**config.mk**
```make
export PLATFORM = sky130hd
export DESIGN_NAME = falling_square_controller
export DESIGN_NICKNAME = d
export VERILOG_FILES = /design/src/rtl/falling_square_controller.sv
export SDC_FILE = /design/constraint.sdc
export NUM_CORES = 1
export LEC_CHECK = 0
export CORE_AREA = 2 2 64 66
export DETAILED_ROUTE_END_ITERATION = 7
export DIE_AREA = 0 0 66 68
export PLACE_DENSITY = 0.81
export SLEW_MARGIN = 10
export SYNTH_ARGS = -nofsm -noshare
export SYNTH_HDL_FRONTEND = slang
export SYNTH_SLANG_ARGS = --single-unit
```
**constraint.sdc**
```tcl
create_clock -name clock -period 2.65 [get_ports clock]
set_input_delay 0.53 -clock clock [delete_from_list [all_inputs] [get_ports clock]]
set_output_delay 0.53 -clock clock [all_outputs]
set_load 0.005 [all_outputs]
```
**src/rtl/falling_square_controller.sv**
```systemverilog
// Per-frame erase/advance/redraw sequencer for one falling square sprite on a
// 160x120 framebuffer. Emits one pixel per cycle on x/y/colour/plot.
//
// state     | meaning
// ----------+---------------------------------------------------------------
// IDLE      | after reset, waiting for go
// DRAW      | scanning sprite pixels in COLOUR at (pos_x, pos_y)
// WAIT_TICK | sprite on screen, waiting for the next frame tick
// ERASE     | scanning sprite pixels in BG at the old position
// UPDATE    | one cycle: advance pos_y by STEP, saturating at the landing row
// LANDED    | sprite rests on the bottom rows, waiting for go to restart
module falling_square_controller #(
  parameter int         SIZE   = 4,
  parameter int         STEP   = 1,
  parameter logic [2:0] COLOUR = 3'b110,
  parameter logic [2:0] BG     = 3'b000,
  parameter int         X_MAX  = 159,
  parameter int         Y_MAX  = 119
) (
  input  logic       clock,
  input  logic       reset,
  input  logic       go,
  input  logic [7:0] x_start,
  input  logic       tick,
  output logic [7:0] x,
  output logic [6:0] y,
  output logic [2:0] colour,
  output logic       plot,
  output logic       busy,
  output logic       landed
);

  localparam logic [7:0] X_LIM    = 8'(X_MAX + 1 - SIZE);
  localparam logic [7:0] Y_LAND8  = 8'(Y_MAX + 1 - SIZE);
  localparam logic [6:0] Y_LAND   = Y_LAND8[6:0];
  localparam logic [7:0] STEP8    = 8'(STEP);
  localparam logic [2:0] LAST_IDX = 3'(SIZE - 1);

  typedef enum logic [2:0] {
    IDLE      = 3'd0,
    DRAW      = 3'd1,
    WAIT_TICK = 3'd2,
    ERASE     = 3'd3,
    UPDATE    = 3'd4,
    LANDED    = 3'd5
  } state_t;

  state_t     state_q, state_d;
  logic [7:0] pos_x_q, pos_x_d;
  logic [6:0] pos_y_q, pos_y_d;
  logic [2:0] dx_q, dx_d;
  logic [2:0] dy_q, dy_d;

  logic       last_col;
  logic       last_px;
  logic [7:0] x_clamped;
  logic [7:0] y_sum;
  logic [6:0] y_next;

  assign last_col  = (dx_q == LAST_IDX);
  assign last_px   = last_col && (dy_q == LAST_IDX);
  assign x_clamped = (x_start > X_LIM) ? X_LIM : x_start;
  // Eight bits wide so a large STEP near the bottom cannot wrap past zero.
  assign y_sum     = {1'b0, pos_y_q} + STEP8;
  assign y_next    = (y_sum > Y_LAND8) ? Y_LAND : y_sum[6:0];

  always_ff @(posedge clock) begin
    if (!reset) begin
      state_q <= IDLE;
      pos_x_q <= '0;
      pos_y_q <= '0;
      dx_q    <= '0;
      dy_q    <= '0;
    end else begin
      state_q <= state_d;
      pos_x_q <= pos_x_d;
      pos_y_q <= pos_y_d;
      dx_q    <= dx_d;
      dy_q    <= dy_d;
    end
  end

  always_comb begin
    state_d = state_q;
    pos_x_d = pos_x_q;
    pos_y_d = pos_y_q;
    dx_d    = dx_q;
    dy_d    = dy_q;

    unique case (state_q)
      IDLE, LANDED: begin
        if (go) begin
          pos_x_d = x_clamped;
          pos_y_d = '0;
          dx_d    = '0;
          dy_d    = '0;
          state_d = DRAW;
        end
      end

      DRAW, ERASE: begin
        if (last_px) begin
          dx_d = '0;
          dy_d = '0;
          if (state_q == ERASE)        state_d = UPDATE;
          else if (pos_y_q == Y_LAND)  state_d = LANDED;
          else                         state_d = WAIT_TICK;
        end else if (last_col) begin
          dx_d = '0;
          dy_d = dy_q + 3'd1;
        end else begin
          dx_d = dx_q + 3'd1;
        end
      end

      WAIT_TICK: begin
        if (tick) state_d = ERASE;
      end

      UPDATE: begin
        pos_y_d = y_next;
        state_d = DRAW;
      end

      default: state_d = IDLE;
    endcase
  end

  always_comb begin
    x      = '0;
    y      = '0;
    colour = '0;
    plot   = 1'b0;
    if (state_q == DRAW || state_q == ERASE) begin
      plot   = 1'b1;
      x      = pos_x_q + {5'b0, dx_q};
      y      = pos_y_q + {4'b0, dy_q};
      colour = (state_q == DRAW) ? COLOUR : BG;
    end
  end

  assign busy   = (state_q == DRAW) || (state_q == ERASE) || (state_q == UPDATE);
  assign landed = (state_q == LANDED);

endmodule

```
Word level (Yosys, flattened, before mapping)

Index checks and enable logic that the tools add are counted.

Bits in registers: 24
Input bits: 12
Output and inout bits: 21

Add/subtract/negate cells: 5
Magnitude comparators: 2
Equality and inequality tests: 12
Multiplexer cells: 22
Reductions and logical operators: 13

Operators by type and width:

| operator                                                              | count |
|---|---|
| 3-bit two-way mux                                                     | 12 |
| 7-bit two-way mux                                                     | 3 |
| 8-bit two-way mux                                                     | 2 |
| 7-bit case mux with 2 select lines                                    | 1 |
| 3-bit by 2-bit equality test with 1-bit output, second input constant | 4 |
| 3-bit case mux with 2 select lines                                    | 2 |
| 3-bit case mux with 4 select lines                                    | 1 |
| 7-bit by 1-bit adder with 8-bit output, second input constant         | 1 |
| 8-bit by 3-bit adder with 8-bit output                                | 1 |
| 8-bit by 7-bit > comparator with 1-bit output, second input constant  | 1 |
| 8-bit > comparator, second input constant                             | 1 |
| 7-bit by 3-bit adder with 7-bit output                                | 1 |
| 7-bit equality test, second input constant                            | 1 |
| 3-bit by 1-bit adder with 3-bit output, second input constant         | 2 |
| 3-bit equality test, second input constant                            | 2 |
| 2-bit != test, second input constant                                  | 3 |
| 2-bit AND reduction                                                   | 3 |
| 3-bit AND reduction                                                   | 2 |
| 2-bit nonzero test                                                    | 2 |
| 2-bit OR reduction                                                    | 2 |
| 3-bit by 1-bit equality test with 1-bit output, second input constant | 1 |
| 3-bit logical NOT                                                     | 1 |
| 3-bit != test, second input constant                                  | 1 |
| 1-bit logical OR                                                      | 2 |
| other kinds (2)                                                       | 2 |

Depth between registers and ports, before layout

Gate-level depths: netlist of the first run.

Word-level depth: 5
Depth in mapped cells: 7

Worst setup path after synthesis of the first run

OpenSTA, ideal clock, no wires.

Kind: register to output
From: register pos_y_q[0]
To: output port y[6]
Arrival time: 1533 ps
Required time: 2120 ps
Path slack: 587 ps
Stages on the path, launching flop included: 8
Path buffers: 0
Cell sequence: dfxtp_1 ha_1 inv_1 fa_1 nor2b_1 o211ai_1 xor2_1 nor2_1

Cells in the longest elaborated chain, start to end: 2

Ends and longest elaborated chain:

| element                                | RTL line | source |
|---|---|---|
| start, declared                        | 50       | `logic [6:0] pos_y_q, pos_y_d;` |
| start signal, assigned                 | 77       | `pos_y_q <= pos_y_d;` |
| 7-bit by 3-bit adder with 7-bit output | 137      | `y = pos_y_q + {4'b0, dy_q};` |
| 7-bit two-way mux                      | 134      | `if (state_q == DRAW \|\| state_q == ERASE) begin` |
| end, declared                          | 26       | `output logic [6:0] y,` |

Every way passes these cells.

Final worst setup path of the first run

From: register pos_x_q[1]
To: output port x[7]

Cells in the longest elaborated chain, start to end: 2

Ends and longest elaborated chain:

| element                                | RTL line | source |
|---|---|---|
| start, declared                        | 49       | `logic [7:0] pos_x_q, pos_x_d;` |
| start signal, assigned                 | 76       | `pos_x_q <= pos_x_d;` |
| 8-bit by 3-bit adder with 8-bit output | 136      | `x = pos_x_q + {5'b0, dx_q};` |
| 8-bit two-way mux                      | 134      |  |
| end, declared                          | 25       | `output logic [7:0] x,` |

Every way passes these cells.

==> results by group, run 1 <==
Die
  • Die height: 68 um
  • Chip width: 66 um
  • I/O pin count: 33
  • Starting utilization of the core area: 0.468
  • Area of the core: 3860 um^2
  • Row cnt: 23
  • DIE AREA: 4490 um^2

Critical path
  • Worst path cell trace: ha_1 -> a211oi_4 -> nor3_1 -> xnor2_1 -> nor2_1 -> clkdlybuf4s50_1
  • R2R Setup Slk: 0.84 ns
  • R2R Path End: pos_y_q[0]
  • CP peak stage delay: 0.50 ns
  • R2R cell count: 6
  • Critical path type: reg2out
  • Worst Setup SP: pos_x_q[1]
  • Crit path max fanout: 3
  • Slowest-stage cell, CP: clkdlybuf4s50_1
  • CP Launch Type: register
  • Setup crit end: x[7]
  • Worst r2r src: pos_y_q[1]
  • Arrival time worst endpoint: 2.06 ns
  • Worst Path Required: 2.12 ns
  • CP endpoint kind: output port

Run status
  • Outcome: finished, final reports clean

Power and ir drop
  • Cell Pwr Density: 381 nW/um^2
  • LEAKAGE: 0.931 nW
  • VDD IR max: 0.193 mV
  • Final Power: 869 uW

STA
  • RSZ-0062 raised after global routing: true
  • Final setup margin: 0.0566 ns
  • Fmax: 386 MHz
  • Min Tclk post-route: 2.59 ns
  • Worst slew pin tran: 0.582 ns
  • Post-route setup TNS: 0 ns
  • Final Hold Violating Endpoints: 0
  • Final setup viols: 0
  • Fin Clk Skew: 0.00195 ns
  • Period utilization: 0.979
  • Max-slew violations: 0
  • Slew HR: 0.611

Synthesis
  • XOR/XNOR share of the synthesized area: 0.0437
  • Seq/Total Area, Yosys: 0.266
  • Gate Count Post-Synth: 223
  • Synth Area in Adders: 0.0915
  • Top cells by area, synth: dfxtp_1, ha_1, a21oi_1
  • Syn_area_per_cell: 8.10 um^2
  • Mux cell area share after synthesis: 0.00554
  • Synth Area in Compound Gates: 0.238
  • Main combinational cell family by area after synthesis: simple AND/OR/NAND/NOR gates
  • Synth Warn #: 0
  • Simple-gate portion of the synthesized area: 0.280
  • Post-Syn Area: 1810 um^2
  • Async S/R FF share, synth: 0
  • #FFs+latches synth: 24
  • Yosys top cell area share: 0.266
  • Primary FF master, synth: dfxtp_1
  • Synth area leader: dfxtp_1
  • EDFF count, synth: 0
  • Syn nets: 247
  • Post-synth cell types: 57

Finish
  • Share of cells above drive strength 1: 0.150
  • Syn-to-layout area delta: 26.5%
  • Filler cell count: 348
  • Post-route cell area: 2280 um^2
  • ANT cells: 0
  • Final Util: 0.592
  • Nets@finish: 278

Global route
  • Initial antenna violation count: 0
  • GR Overflow Total: 0
  • Vias in the first global route: 1607
  • First-pass GRT wire length: 7.16 mm
  • Pin count of the biggest net entering global routing: 17
  • Overall Global Routing Usage: 0.204

Place
  • Place WS: 0.110 ns
  • Global placement routability congestion: 0.764
  • Placed inst area: 2140 um^2
  • Port bufs: 31
  • Post-DP HPWL: 3.24 mm

Clocking
  • Root Driver: clkbuf_8
  • Clock Latency Late Sink: 0.27 ns
  • CTS Buf Count: 3
  • Hold_buf cts: 0
  • CTS Buffer Depth: 2
  • CTS tree: done
  • Clk sink count: 24
  • Worst-path clk slew: 0.09 ns
  • H-tree Lvls: 1

Detailed routing
  • DR vias: 1730
  • WL per Instance: 14.5 um
  • 1st-iter DRT viols: 115
  • WL final: 4.39 mm
  • Pre-antenna DRT Iters: 5
  • Final antenna-violating net count: 0
  • Vias/cell: 5.71
  • DR DRC count: 0

Worst hold path
  • Worst hold path class: reg2reg

Flow run
  • Max cap viols: 0
[layout by cell type, fill, tap and decap left out, types with 4 or more instances in the layout]
cell type / count
a21oi_1: 16
and2_1: 5
buf_4: 9
clkbuf_8: 4
clkdlybuf4s50_1: 25
dfxtp_1: 18
dfxtp_2: 5
ha_1: 8
inv_1: 6
nand2_1: 23
nand3_1: 9
nor2_1: 17
nor2b_1: 7
nor3_1: 5
o211a_1: 4
o21ai_0: 10
xnor2_1: 4
xor2_1: 5
[logic make-up (layout without fill, tap and decap cells)]
family                     count (synthesis)  in the layout
adders and majority gates                 12             12
and+or+nand+nor                           92             92
other                                      1              1
buffers and inverters                     22             52
xor gates and xnor gates                   9              9
AOI/OAI and AO/OA                         62             62
DFF                                       24             24
muxes                                      1              1
[flip-flops by register name, summed over array words and instances (netlist names)]
| register | flops |
|---|---|
| dy_q | 3 |
| pos_y_q | 7 |
| pos_x_q | 8 |
| state_q | 3 |
| dx_q | 3 |
[worst max-delay path, delay by kind of cell, from the launching register on]
kind            cells  cell delay, ns
simple gates        2            0.19
buf+inv             1            0.50
flops               1            0.36
xor+xnor            1            0.13
compound gates      1            0.27
fa+ha+maj           1            0.35
[synthesized netlist by cell type (4+ instances only)]
library cell   n
dfxtp_1       24
nand2_1       23
a21oi_1       18
nor2_1        17
ha_1          10
o21ai_0       10
nand3_1        9
nor2b_1        8
inv_1          6
and2_1         5
nor3_1         5
xor2_1         5
buf_2          4
buf_4          4
buf_6          4
o211a_1        4
xnor2_1        4
[area by class of cell]
cell class / instances / area [um^2] / share of cell area
well taps: 50 / 62.6 / 0.0274
flip-flops and latches: 24 / 490 / 0.215
clock buffers: 4 / 55.1 / 0.0241
multi-input cells: 177 / 1250 / 0.546
repair buffers: 41 / 402 / 0.176
inverters: 7 / 26.3 / 0.0115
[worst min path at each step]
| stage | start | endpoint | slack [ns] | depth (start not counted) |
|---|---|---|---|---|
| final | pos_x_q[7] | pos_x_q[7] | 0.47 | 2 |
| after global routing | pos_x_q[7] | pos_x_q[7] | 0.51 | 2 |
| after CTS | pos_x_q[0] | pos_x_q[0] | 0.47 | 2 |
| after detailed placement | pos_x_q[0] | pos_x_q[0] | 0.45 | 2 |
| after global placement | pos_x_q[0] | pos_x_q[0] | 0.45 | 2 |
| after floorplan | pos_x_q[0] | pos_x_q[0] | 0.44 | 2 |
[layer usage]
| metal | share of wire | track usage | wire length, um |
|---|---|---|---|
| met1 | 0.44 | 0.242 | 1910 |
| met2 | 0.51 | 0.384 | 2230 |
| met3 | 0.043 | 0.0296 | 187 |
| met4 | 0.014 | 0.0587 | 63 |
| met5 | 0 | 0 | 0 |
[through the flow]
step                      instances  hold slack (ns)
after global routing            303            0.513
after floorplan                 223            0.436
after global placement          296            0.445
after detailed placement        296            0.454
final                           303            0.467
after CTS                       303            0.468
[report_power, final]
group	switching, mW	internal [mW]	total (mW)
clock network	0.120	0.133	0.253
logic	0.110	0.109	0.219
registers	0.0188	0.378	0.397
[timing repair]
action,4_1_cts,5_1_grt
pin swaps,0,2
gates resized for setup,13,11
setup buffers,3,0
endpoints found under the setup margin,6,9
No activity file was read; power rests on OpenSTA's default activity.
==> inputs of run 2 (changes only) <==
GPL_ROUTABILITY_DRIVEN = 1   (was unset)
MAX_ROUTING_LAYER = met4   (was unset)
SKIP_LAST_GASP = 1   (was unset)
==> run 2 against run 1 <==
Clock skew grew 0.00099 ns. Sequential cell count is the same. Critical path depth is the same. Sequential share of layout area shrank 0.20 points. Worst setup slack gained 0.019 ns. Combinational power is essentially flat. Wire length grew 2.8%. Highest routed layer unchanged. Power grew 0.18%. Critical endpoint is now y[2]. Non-clock buffer count grew 1. Via count grew 0.58%. Critical path type unchanged. Worst hold slack is essentially flat.
==> results by group, run 2 (synthesis results as in run 1) <==
Critical path
  • Worst Path Required: 2.12 ns (about the same)
  • Setup crit end: y[2]
  • R2R Setup Slk: 0.86 ns (+0.02 ns)
  • CP endpoint kind: output port
  • Critical path type: reg2out
  • CP Launch Type: register
  • Worst Setup SP: pos_y_q[0]
  • Worst r2r src: pos_y_q[1]
  • R2R Path End: pos_y_q[0]
  • Crit path max fanout: 2 (-1)
  • Arrival time worst endpoint: 2.04 ns (-0.02 ns)
  • R2R cell count: 6 (unchanged)

Global route
  • Pin count of the biggest net entering global routing: 17 (unchanged)
  • GR Overflow Total: 0 (unchanged)
  • Vias in the first global route: 1611 (+0.25%)
  • Overall Global Routing Usage: 0.210 (+0.00587)
  • Initial antenna violation count: 0 (unchanged)
  • First-pass GRT wire length: 7.17 mm (about the same)

STA
  • Final setup viols: 0 (unchanged)
  • Min Tclk post-route: 2.57 ns (-0.0192 ns)
  • Fin Clk Skew: 0.00295 ns (+0.000994 ns)
  • WHS: 0.468 ns (+0.000407 ns)
  • Slew HR: 0.613 (+0.00157)
  • Fmax: 388 MHz (+0.75%)
  • Final Hold Violating Endpoints: 0 (unchanged)
  • Worst slew pin tran: 0.580 ns (-0.00235 ns)
  • Final setup margin: 0.0758 ns (+0.0192 ns)
  • Period utilization: 0.971 (-0.00724)
  • Max-slew violations: 0 (unchanged)

Finish
  • ANT cells: 0 (unchanged)
  • Final Util: 0.604 (+0.0117)
  • Filler cell count: 341 (-2.0%)
  • Syn-to-layout area delta: 29.0%
  • Share of cells above drive strength 1: 0.169 (+0.0191)
  • Top Registers: pos_x_q: 8 flops, pos_y_q: 7 flops
  • Number of flip-flops in the largest register: 8 (unchanged)
  • Most frequent cells in the layout: clkdlybuf4s50_1, nand2_1, nor2_1
  • Nets@finish: 279 (+0.36%)
  • Largest reg by FF count: pos_x_q
  • Commonest non-fill, non-tap cell in the layout: clkdlybuf4s50_1

Worst hold path
  • Worst hold path class: reg2reg

Detailed routing
  • WL final: 4.51 mm (+2.8%)
  • DR DRC count: 0 (unchanged)
  • Final antenna-violating net count: 0 (unchanged)
  • Vias/cell: 5.72 (+0.25%)
  • WL per Instance: 14.8 um (+2.4%)
  • DR vias: 1740 (+0.58%)
  • 1st-iter DRT viols: 108 (-6.1%)
  • Pre-antenna DRT Iters: 4 (-1)

Power and ir drop
  • Final Power: 871 uW (+0.18%)
  • Psw: 249 uW (-0.11%)
  • Clock network fraction of total power: 0.288 (-0.003)
  • LEAKAGE: 0.978 nW (+5.1%)
  • P_int: 622 uW (+0.30%)
  • Combinational cell fraction of total power: 0.255 (+0.003)
  • Sw Share: 0.286 (-0.000825)
  • Sequential share of power: 0.457 (about the same)
  • VDD IR max: 0.192 mV (-0.85%)
  • Cell Pwr Density: 374 nW/um^2 (-1.8%)

Place
  • Port bufs: 31 (unchanged)
  • Place WS: 0.110 ns (unchanged)
  • Global placement routability congestion: 0.774 (+1.3%)
  • Post-DP HPWL: 3.24 mm (unchanged)

Die
  • DIE AREA: 4490 um^2 (unchanged)
  • Area of the core: 3860 um^2 (unchanged)
  • Die height: 68 um (unchanged)
  • Starting utilization of the core area: 0.468 (unchanged)
  • Chip width: 66 um (unchanged)
  • Row cnt: 23 (unchanged)
  • I/O pin count: 33 (unchanged)

Clocking
  • CTS Buf Count: 3 (unchanged)
  • H-tree Lvls: 1 (unchanged)
  • CTS tree: done
  • Clk sink count: 24 (unchanged)
  • Clock Latency Late Sink: 0.27 ns (about the same)
  • CTS Buffer Depth: 2 (unchanged)
  • Worst-path clk slew: 0.09 ns (about the same)
  • Root Driver: clkbuf_8

Run status
  • Outcome: finished, final reports clean

Flow run
  • Max cap viols: 0 (unchanged)
[run 2: worst max-delay path, stage by stage (launching register included)]
cell and delay, ns:
dfxtp_2 0.35, ha_1 0.18, inv_1 0.06, fa_2 0.37
nor2b_1 0.15, nor3_1 0.15, clkdlybuf4s50_1 0.53
[run 2: layout make-up]
| class | count | area, um^2 | area share |
|---|---|---|---|
| inverters | 7 | 26.3 | 0.0113 |
| repair buffers | 42 | 419 | 0.180 |
| flip-flops and latches | 24 | 495 | 0.213 |
| clock buffers | 4 | 55.1 | 0.0236 |
| well taps | 50 | 62.6 | 0.0269 |
| multi-input cells | 177 | 1270 | 0.545 |
[run 2: metal layers]
layer,share of wire,GRT usage,up-vias
li1,-,-,867
met1,0.42,0.242,808
met2,0.52,0.384,56
met3,0.045,0.0296,9
met4,0.013,0.0587,0
met5,0,-,-
[run 2: power groups by stage]
stage / clock network (mW) / registers (mW) / logic, mW
after floorplan: 0 / 0.398 / 0.123
after CTS: 0.252 / 0.395 / 0.217
after global routing: 0.266 / 0.402 / 0.244
final: 0.251 / 0.398 / 0.222
after detailed placement: 0 / 0.402 / 0.213
after global placement: 0 / 0.400 / 0.208
[run 2: metrics by stage]
step | cells | area (um^2) | setup TNS [ns]
after floorplan | 223 | 1810 | 0
after global placement | 296 | 2140 | 0
after detailed placement | 296 | 2140 | 0
final | 304 | 2330 | 0
after CTS | 303 | 2250 | -0.0518
after global routing | 304 | 2330 | -0.00956
[run 2: repair_timing]
item | CTS | global route
hold buffers | 0 | 0
setup endpoints to repair | 6 | 11
gates resized for setup | 11 | 21
pin swaps | 0 | 3
buffers inserted | 3 | 1
[run 2: worst min-delay path by stage]
stage	cells after the start	endpoint	startpoint
6_report	2	pos_x_q[7]	pos_x_q[7]
5_1_grt	2	pos_x_q[7]	pos_x_q[7]
4_1_cts	2	pos_x_q[0]	pos_x_q[0]
3_5_place_dp	2	pos_x_q[0]	pos_x_q[0]
3_3_place_gp	2	pos_x_q[0]	pos_x_q[0]
2_1_floorplan	2	pos_x_q[0]	pos_x_q[0]
